File: config.mk
export PLATFORM = sky130hd
export DESIGN_NAME = ps2_keyboard
export DESIGN_NICKNAME = d
export VERILOG_FILES = /design/src/rtl/ps2_keyboard.sv
export SDC_FILE = /design/constraint.sdc
export NUM_CORES = 1
export LEC_CHECK = 0
export BUFFER_PORTS_ARGS = -buffer_cell sky130_fd_sc_hd__buf_2
export CORE_ASPECT_RATIO = 0.5
export CORE_MARGIN = 4
export CORE_UTILIZATION = 50
export CTS_CLUSTER_SIZE = 14
export DETAILED_ROUTE_END_ITERATION = 7
export PLACE_DENSITY = 0.7
export SLEW_MARGIN = 20
export SYNTH_ARGS = -nofsm -noshare
export SYNTH_HDL_FRONTEND = slang
export SYNTH_SLANG_ARGS = --single-unit
File: constraint.sdc
create_clock -name clk -period 4.75 [get_ports clk]
set_clock_uncertainty 0.15 [all_clocks]
set_input_delay 0.95 -clock clk [delete_from_list [all_inputs] [get_ports clk]]
set_output_delay 0.95 -clock clk [all_outputs]
set_load 0.05 [all_outputs]
File: src/rtl/ps2_keyboard.sv
// rtl/ps2_keyboard.sv - PS/2 set-2 keyboard receiver and Hack keyboard word decoder
// Purpose: receive PS/2 frames, validate them, and decode scan codes into the
//          Hack keyboard word that the CPU reads at address 0x6000.
// Ports:
//   clk        in   system clock; all logic runs in this domain
//   rst        in   synchronous reset, active-high
//   ps2_clk    in   PS/2 clock, asynchronous, idle high
//   ps2_data   in   PS/2 data, asynchronous, idle high
//   key_code   out  Hack key word, 0 when no key is held (bits 15:8 always 0)
//   key_valid  out  one-cycle pulse when key_code changes value
//   scan_code  out  last correctly received raw byte
//   scan_valid out  one-cycle pulse per correctly received byte
//   frame_err  out  one-cycle pulse on start, parity, stop or timeout error
`timescale 1ns/1ps
module ps2_keyboard #(
  parameter int CLK_HZ     = 50000000,
  parameter int TIMEOUT_US = 2000,
  parameter int FILTER_LEN = 8
) (
  input  logic        clk,
  input  logic        rst,
  input  logic        ps2_clk,
  input  logic        ps2_data,
  output logic [15:0] key_code,
  output logic        key_valid,
  output logic [7:0]  scan_code,
  output logic        scan_valid,
  output logic        frame_err
);
  localparam int TIMEOUT_CYC = CLK_HZ / 1000000 * TIMEOUT_US;
  localparam int TW = $clog2(TIMEOUT_CYC + 1);
  localparam int FW = $clog2(FILTER_LEN + 1);

  typedef enum logic [1:0] {IDLE, DATA, PARITY, STOP} state_t;

  logic [1:0]    clk_sync, data_sync;
  logic [FW-1:0] filt_cnt;
  logic          clk_filt, clk_filt_q;
  logic          strobe, data_bit;
  state_t        state;
  logic [2:0]    bit_cnt;
  logic [7:0]    shreg;
  logic          par_ok;
  logic [TW-1:0] to_cnt;
  logic          ext, brk, shift;
  logic [7:0]    held_code;
  logic          held_ext;
  logic [7:0]    xlat;

  // Falling edge of the filtered clock is the only bit-sample strobe.
  assign strobe   = clk_filt_q & ~clk_filt;
  assign data_bit = data_sync[1];

  // Each case item packs {unshifted, shifted}; codes that ignore shift repeat the value.
  function automatic logic [7:0] translate(input logic e, input logic s, input logic [7:0] c);
    logic [15:0] pair;
    pair = 16'h0000;
    if (e) begin
      case (c)
        8'h6B: pair = {2{8'd130}};  8'h75: pair = {2{8'd131}};  8'h74: pair = {2{8'd132}};
        8'h72: pair = {2{8'd133}};  8'h6C: pair = {2{8'd134}};  8'h69: pair = {2{8'd135}};
        8'h7D: pair = {2{8'd136}};  8'h7A: pair = {2{8'd137}};  8'h70: pair = {2{8'd138}};
        8'h71: pair = {2{8'd139}};
        default: pair = 16'h0000;
      endcase
    end else begin
      case (c)
        8'h1C: pair = "aA"; 8'h32: pair = "bB"; 8'h21: pair = "cC"; 8'h23: pair = "dD";
        8'h24: pair = "eE"; 8'h2B: pair = "fF"; 8'h34: pair = "gG"; 8'h33: pair = "hH";
        8'h43: pair = "iI"; 8'h3B: pair = "jJ"; 8'h42: pair = "kK"; 8'h4B: pair = "lL";
        8'h3A: pair = "mM"; 8'h31: pair = "nN"; 8'h44: pair = "oO"; 8'h4D: pair = "pP";
        8'h15: pair = "qQ"; 8'h2D: pair = "rR"; 8'h1B: pair = "sS"; 8'h2C: pair = "tT";
        8'h3C: pair = "uU"; 8'h2A: pair = "vV"; 8'h1D: pair = "wW"; 8'h22: pair = "xX";
        8'h35: pair = "yY"; 8'h1A: pair = "zZ";
        8'h16: pair = "1!"; 8'h1E: pair = "2@"; 8'h26: pair = "3#"; 8'h25: pair = "4$";
        8'h2E: pair = "5%"; 8'h36: pair = "6^"; 8'h3D: pair = "7&"; 8'h3E: pair = "8*";
        8'h46: pair = "9("; 8'h45: pair = "0)";
        8'h0E: pair = "`~"; 8'h4E: pair = "-_"; 8'h55: pair = "=+"; 8'h54: pair = "[{";
        8'h5B: pair = "]}"; 8'h5D: pair = {8'd92, "|"}; 8'h4C: pair = ";:"; 8'h52: pair = {"'", 8'd34};
        8'h41: pair = ",<"; 8'h49: pair = ".>"; 8'h4A: pair = "/?";
        8'h29: pair = {2{8'd32}};   8'h5A: pair = {2{8'd128}};  8'h66: pair = {2{8'd129}};
        8'h76: pair = {2{8'd140}};
        8'h05: pair = {2{8'd141}};  8'h06: pair = {2{8'd142}};  8'h04: pair = {2{8'd143}};
        8'h0C: pair = {2{8'd144}};  8'h03: pair = {2{8'd145}};  8'h0B: pair = {2{8'd146}};
        8'h83: pair = {2{8'd147}};  8'h0A: pair = {2{8'd148}};  8'h01: pair = {2{8'd149}};
        8'h09: pair = {2{8'd150}};  8'h78: pair = {2{8'd151}};  8'h07: pair = {2{8'd152}};
        default: pair = 16'h0000;
      endcase
    end
    return s ? pair[7:0] : pair[15:8];
  endfunction

  assign xlat = translate(ext, shift, scan_code);

  // Synchronizers and glitch filter on the PS/2 clock.
  always_ff @(posedge clk) begin
    if (rst) begin
      clk_sync   <= 2'b11;
      data_sync  <= 2'b11;
      filt_cnt   <= '0;
      clk_filt   <= 1'b1;
      clk_filt_q <= 1'b1;
    end else begin
      clk_sync   <= {clk_sync[0], ps2_clk};
      data_sync  <= {data_sync[0], ps2_data};
      clk_filt_q <= clk_filt;
      if (clk_sync[1] == clk_filt) begin
        filt_cnt <= '0;
      end else if (filt_cnt == FW'(FILTER_LEN - 1)) begin
        clk_filt <= clk_sync[1];
        filt_cnt <= '0;
      end else begin
        filt_cnt <= filt_cnt + FW'(1);
      end
    end
  end

  // Frame receiver: start, 8 data bits LSB first, odd parity, stop.
  always_ff @(posedge clk) begin
    if (rst) begin
      state      <= IDLE;
      bit_cnt    <= 3'd0;
      shreg      <= 8'h00;
      par_ok     <= 1'b0;
      to_cnt     <= '0;
      scan_code  <= 8'h00;
      scan_valid <= 1'b0;
      frame_err  <= 1'b0;
    end else begin
      scan_valid <= 1'b0;
      frame_err  <= 1'b0;
      if (state == IDLE || strobe) to_cnt <= '0;
      else                         to_cnt <= to_cnt + TW'(1);

      if (state != IDLE && !strobe && to_cnt == TW'(TIMEOUT_CYC - 1)) begin
        frame_err <= 1'b1;
        state     <= IDLE;
      end else if (strobe) begin
        case (state)
          IDLE: begin
            if (!data_bit) begin
              state   <= DATA;
              bit_cnt <= 3'd0;
            end else begin
              frame_err <= 1'b1;
            end
          end
          DATA: begin
            shreg   <= {data_bit, shreg[7:1]};
            bit_cnt <= bit_cnt + 3'd1;
            if (bit_cnt == 3'd7) state <= PARITY;
          end
          PARITY: begin
            par_ok <= ^{shreg, data_bit};
            state  <= STOP;
          end
          STOP: begin
            if (data_bit && par_ok) begin
              scan_code  <= shreg;
              scan_valid <= 1'b1;
            end else begin
              frame_err <= 1'b1;
            end
            state <= IDLE;
          end
          default: state <= IDLE;
        endcase
      end
    end
  end

  // Scan-code decoder: prefix flags, shift tracking, last-pressed key wins.
  always_ff @(posedge clk) begin
    if (rst) begin
      key_code  <= 16'h0000;
      key_valid <= 1'b0;
      ext       <= 1'b0;
      brk       <= 1'b0;
      shift     <= 1'b0;
      held_code <= 8'h00;
      held_ext  <= 1'b0;
    end else begin
      key_valid <= 1'b0;
      if (scan_valid) begin
        if (scan_code == 8'hE0) begin
          ext <= 1'b1;
        end else if (scan_code == 8'hF0) begin
          brk <= 1'b1;
        end else begin
          ext <= 1'b0;
          brk <= 1'b0;
          if (!ext && (scan_code == 8'h12 || scan_code == 8'h59)) begin
            shift <= ~brk;
          end else if (brk) begin
            // Only releasing the held key clears the word.
            if (scan_code == held_code && ext == held_ext && key_code != 16'h0000) begin
              key_code  <= 16'h0000;
              key_valid <= 1'b1;
            end
          end else if (xlat != 8'h00) begin
            key_code  <= {8'h00, xlat};
            key_valid <= ({8'h00, xlat} != key_code);
            held_code <= scan_code;
            held_ext  <= ext;
          end
        end
      end
    end
  end
endmodule

## Word level (Yosys, flattened, before mapping)

Memories as Yosys holds them, arrays and structs flattened. A register that Yosys moved wholly into a read port is not among the register bits.
Index checks and enable logic that the tools add are counted.

- Output and inout port bits: 27
- ROM bits: 4,096
- Memories kept: 1
- Logic and storage cells: 121
- Register bits: 80
- Input bits: 4

- Equal/unequal tests: 28
- Mux-type cells: 25
- Reductions and logical operators: 33
- Add/sub/neg operators: 3
- Bitwise gates (word level): 11

Memories:

| name | words | width | rd ports | clocked after Yosys merged registers in | wr ports | RTL line | source |
|---|---|---|---|---|---|---|---|
| (no name shown) | 256 | 16 | 1 | 1 | 0 | 67 | `case (c)` |

Operators with widths:

| operator | number |
|---|---|
| $pmux W16 S10 | 1 |
| $eq A8 B7 Y1 const B | 11 |
| $mux W16 | 4 |
| $mux W8 | 3 |
| $add A17 B1 Y17 const B | 1 |
| $eq A17 B17 Y1 const B | 1 |
| $eq A8 B8 Y1 const B | 2 |
| $ne A8 B16 Y1 | 1 |
| $reduce_bool A16 Y1 | 1 |
| $reduce_and A4 Y1 | 3 |
| $reduce_and A6 Y1 | 2 |
| $mux W1 | 11 |
| $not A1 Y1 | 10 |
| $reduce_and A3 Y1 | 3 |
| $reduce_xor A9 Y1 | 1 |
| $eq A8 B5 Y1 const B | 1 |
| $eq A8 B8 Y1 | 1 |
| $pmux W2 S4 | 1 |
| $reduce_bool A8 Y1 | 1 |
| $logic_and A1 B1 Y1 | 6 |
| $ne A2 B2 Y1 const B | 3 |
| $pmux W3 S2 | 1 |
| $reduce_and A2 Y1 | 3 |
| $reduce_bool A2 Y1 | 3 |
| 19 further kinds | 25 |

## Depth between registers and ports, before layout

- Word-level depth: 9
- Depth in mapped cells: 14
- Depth with buffers taken out: 12

## Worst setup path before layout

OpenSTA, ideal clock, no wires.

- Path kind: in2reg
- From: input port rst
- To: register with a tool-made name
- Cell stages on the path: 10
- Slack: 1.382 ns
- Buffers on the path: 1
- Library setup time: 0.133 ns
- Required time: 4.467 ns
- Arrival time: 3.085 ns
- Cells stage by stage: inv_1 clkbuf_1 a31o_2 inv_1 ha_1 ha_1 or3_1 o2111a_1 a211oi_2 a31oi_1

RTL lines:

| element | RTL line | source |
|---|---|---|
| from (decl) | 21 | `input logic rst,` |

==> flow_metrics.env <==
export IMPL_tightest_slew_ns=1.108
export IMPL_wl_met3_mm=1.751
export IMPL_start_kind="flop"
export IMPL_top_layer_used="met4"
export IMPL_h_tree_depth=3
export IMPL_clk_root_buffer_cell="clkbuf_16"
export IMPL_coreArea_mm2=0.01184
export IMPL_overflow=0
export IMPL_ctsHoldBuffers=0
export IMPL_status="complete, no violations"
export IMPL_place_ws_ns=0.6280
export IMPL_grt_pass1_vias=5519
export IMPL_dpl_cell_area_mm2=0.006145
export IMPL_setup_violations=0
export IMPL_io_pin_count=31
export IMPL_die_area_mm2=0.01405
export IMPL_num_rows=28
export IMPL_period_share=0.8482
export IMPL_fp_dieW_um=163.7
export IMPL_yosysWarningCount=0
export IMPL_cts_buffer_depth=2
export IMPL_final_antenna_net_count=0
export IMPL_utilization=0.5425
export IMPL_grt_start_max_net_pins=35
export IMPL_port_buffers=22
export IMPL_power_density_mw_per_mm2=224.5
export IMPL_fmaxAchievable_ghz=0.2482
export IMPL_synthCells=782
export IMPL_crit_required_ns=4.80
export IMPL_finalPower_mw=1.442
export IMPL_ctsResizeCount=0
export IMPL_hold_viol_final=0
export IMPL_wire_per_inst_um=19.66
export IMPL_viasPerCell=6.425
export IMPL_cts_tree="done"
export IMPL_drt_wl_total_mm=18.41
export IMPL_num_vias=6014
export IMPL_setup_tns_ns=0
export IMPL_antenna_found_initial=0
export IMPL_relSlewSlack=0.2597
export IMPL_ys_seq_area_frac=0.2875
export IMPL_min_path_type="reg2reg"
export IMPL_cp_data_arrival_time_ns=4.08
export IMPL_start_util=0.5116
export IMPL_setup_ws_ns=0.7209
export IMPL_grt_setup_unrepaired="no"
export IMPL_timing_worst_setup_path_type="reg2reg"
export IMPL_final_nets=786
export IMPL_final_max_slew_viol_count=0
export IMPL_min_period_ns=4.029
export IMPL_drcViolationCount=0
export IMPL_synth_seq_cells=87
export IMPL_numClockSinks=87
export IMPL_dp_hpwl_mm=12.88
export IMPL_diodes=0
export IMPL_area_growth_pct=6.031
export IMPL_design_area_mm2=0.006424
export IMPL_met1_length_mm=8.123
export IMPL_async_flop_share=0
export IMPL_dr_wl_met2_mm=7.950
export IMPL_cp_max_fo=16
export IMPL_drive_gt1_frac=0.1077
export IMPL_reg2regPathDepth=10
export IMPL_cts_clk_slew_worst_paths_ns=0.07
export IMPL_drt_iter0_drc=906
export IMPL_dr_pass1_iters=7
export IMPL_peakVddDrop_uv=148.6
export IMPL_p_leak_nw=2.364
export IMPL_gp_congestion=0.9869
export IMPL_ys_flop_type="dfxtp_1"
export IMPL_synth_cell_types=82
export IMPL_insertion_delay_ns=0.34
export IMPL_fp_dieH_um=85.84
export IMPL_syn_cell_area_mm2=0.006058
export IMPL_avgSynthCellArea_um2=7.747
export IMPL_numCtsBuffers=9
export IMPL_grt_usage=0.2629
export IMPL_cap_viol_max_count=0
export IMPL_hold_path_depth=1
export IMPL_fill_cells=1127
export IMPL_grt_pass1_wl_mm=29.58
export IMPL_synth_edff_count=0
export IMPL_cts_setup_buffers=0
export IMPL_end_kind="flop"
## Yosys cell counts (all sizes together) (5+ instances only)
cell type  instances  area share
mux2i             22       0.036
nor2              72       0.046
o41ai              8       0.012
xor2              18       0.026
o21a               5      0.0062
nand2             66       0.041
a31oi             12       0.017
nor4               9      0.0093
o31ai             11       0.014
a211oi            14       0.020
or2                6      0.0062
o311ai             5       0.010
o21ai             39       0.032
dfxtp             87        0.29
o22ai              5      0.0052
xnor2             25       0.036
nand2b            13       0.013
buf               46       0.044
o211ai            14       0.017
a21oi             60       0.050
nand4              9      0.0093
nand3             54       0.045
inv               29       0.018
ha                16       0.033
or3                6      0.0062
nor3              23       0.021
nor2b              6      0.0062
clkbuf            21       0.013
and3              10       0.010
## through the flow
stage,hold WS (ns),instances
after floorplan,0.2395,789
after global routing,0.2901,936
after global placement,0.2421,920
final,0.2638,936
after detailed placement,0.2465,920
after CTS,0.2626,936
## cells by family (layout without fill, tap and decap cells)
family                     Yosys count  count (layout)  share of synthesized area
other                                1               8                  0.0006190
adders and majority gates           16              16                    0.03304
xor gates and xnor gates            43              43                    0.06216
AOI/OAI and AO/OA                  225             225                     0.2625
and+or+nand+nor                    291             291                     0.2412
buffers and inverters               96              78                    0.07476
DFF                                 87              87                     0.2875
muxes                               23              23                    0.03821
## worst paths after layout
check / from / endpoint / slack (ns)
setup / recovery: state[1] / flop / 0.72
hold / removal: clk_sync[0] / clk_sync[1] / 0.26
hold reg to reg: clk_sync[0] / clk_sync[1] / 0.26
setup reg to reg: state[1] / flop / 0.72
## layer usage
layer,GRT usage,vias to the layer above
met4,0.09361,0
met5,0,-
met1,0.3644,2815
met3,0.07345,50
met2,0.3924,318
li1,-,2831
## worst max-delay path, stage by stage, from the launching register on
cell	delay [ns]
dfxtp_1	0.37
ha_1	0.59
inv_2	0.21
o21ai_0	0.21
a21o_1	0.30
inv_1	0.15
ha_1	0.38
o21ai_0	0.64
nor2_1	0.10
a2111oi_0	0.60
o21ai_0	0.19
## final cells by class
| cell class | instances | area (µm²) | share of cell area |
|---|---|---|---|
| timing repair buffer | 33 | 192.7 | 0.03000 |
| tap | 165 | 206.4 | 0.03214 |
| clock inverter | 6 | 50.05 | 0.007791 |
| sequential | 87 | 1742 | 0.2711 |
| clock buffer | 10 | 229.0 | 0.03564 |
| inverter | 29 | 108.9 | 0.01695 |
| multi-input combinational | 606 | 3895 | 0.6064 |
## power by group
| group | total, mW | internal [mW] | leakage (nW) | switching [mW] |
|---|---|---|---|---|
| Clock | 0.677 | 0.363 | 0.135 | 0.314 |
| Combinational | 0.0335 | 0.00532 | 1.53 | 0.0281 |
| Sequential | 0.732 | 0.731 | 0.701 | 0.00143 |
| Total | 1.44 | 1.10 | 2.36 | 0.344 |
## layout by cell type, fill, tap and decap left out, drive strengths merged, types with 4 or more instances in the layout
cell	instances
inv	32
a221oi	4
clkbuf	10
o2111ai	4
a2111oi	4
or3	6
a21o	4
dfxtp	87
buf	33
o311ai	5
o31ai	11
a21oi	60
nor4	9
nor3	23
ha	16
o41ai	8
o22ai	5
xnor2	25
nand2b	13
o21a	5
o21ai	39
nand4	9
or2	6
a211oi	14
nand2	66
a31oi	12
nand3	54
o211ai	14
conb	8
nor2b	6
and3	10
nor2	72
and4	4
mux2i	22
xor2	18
o32ai	4
Note: power is estimated with default switching activity, not from simulation.
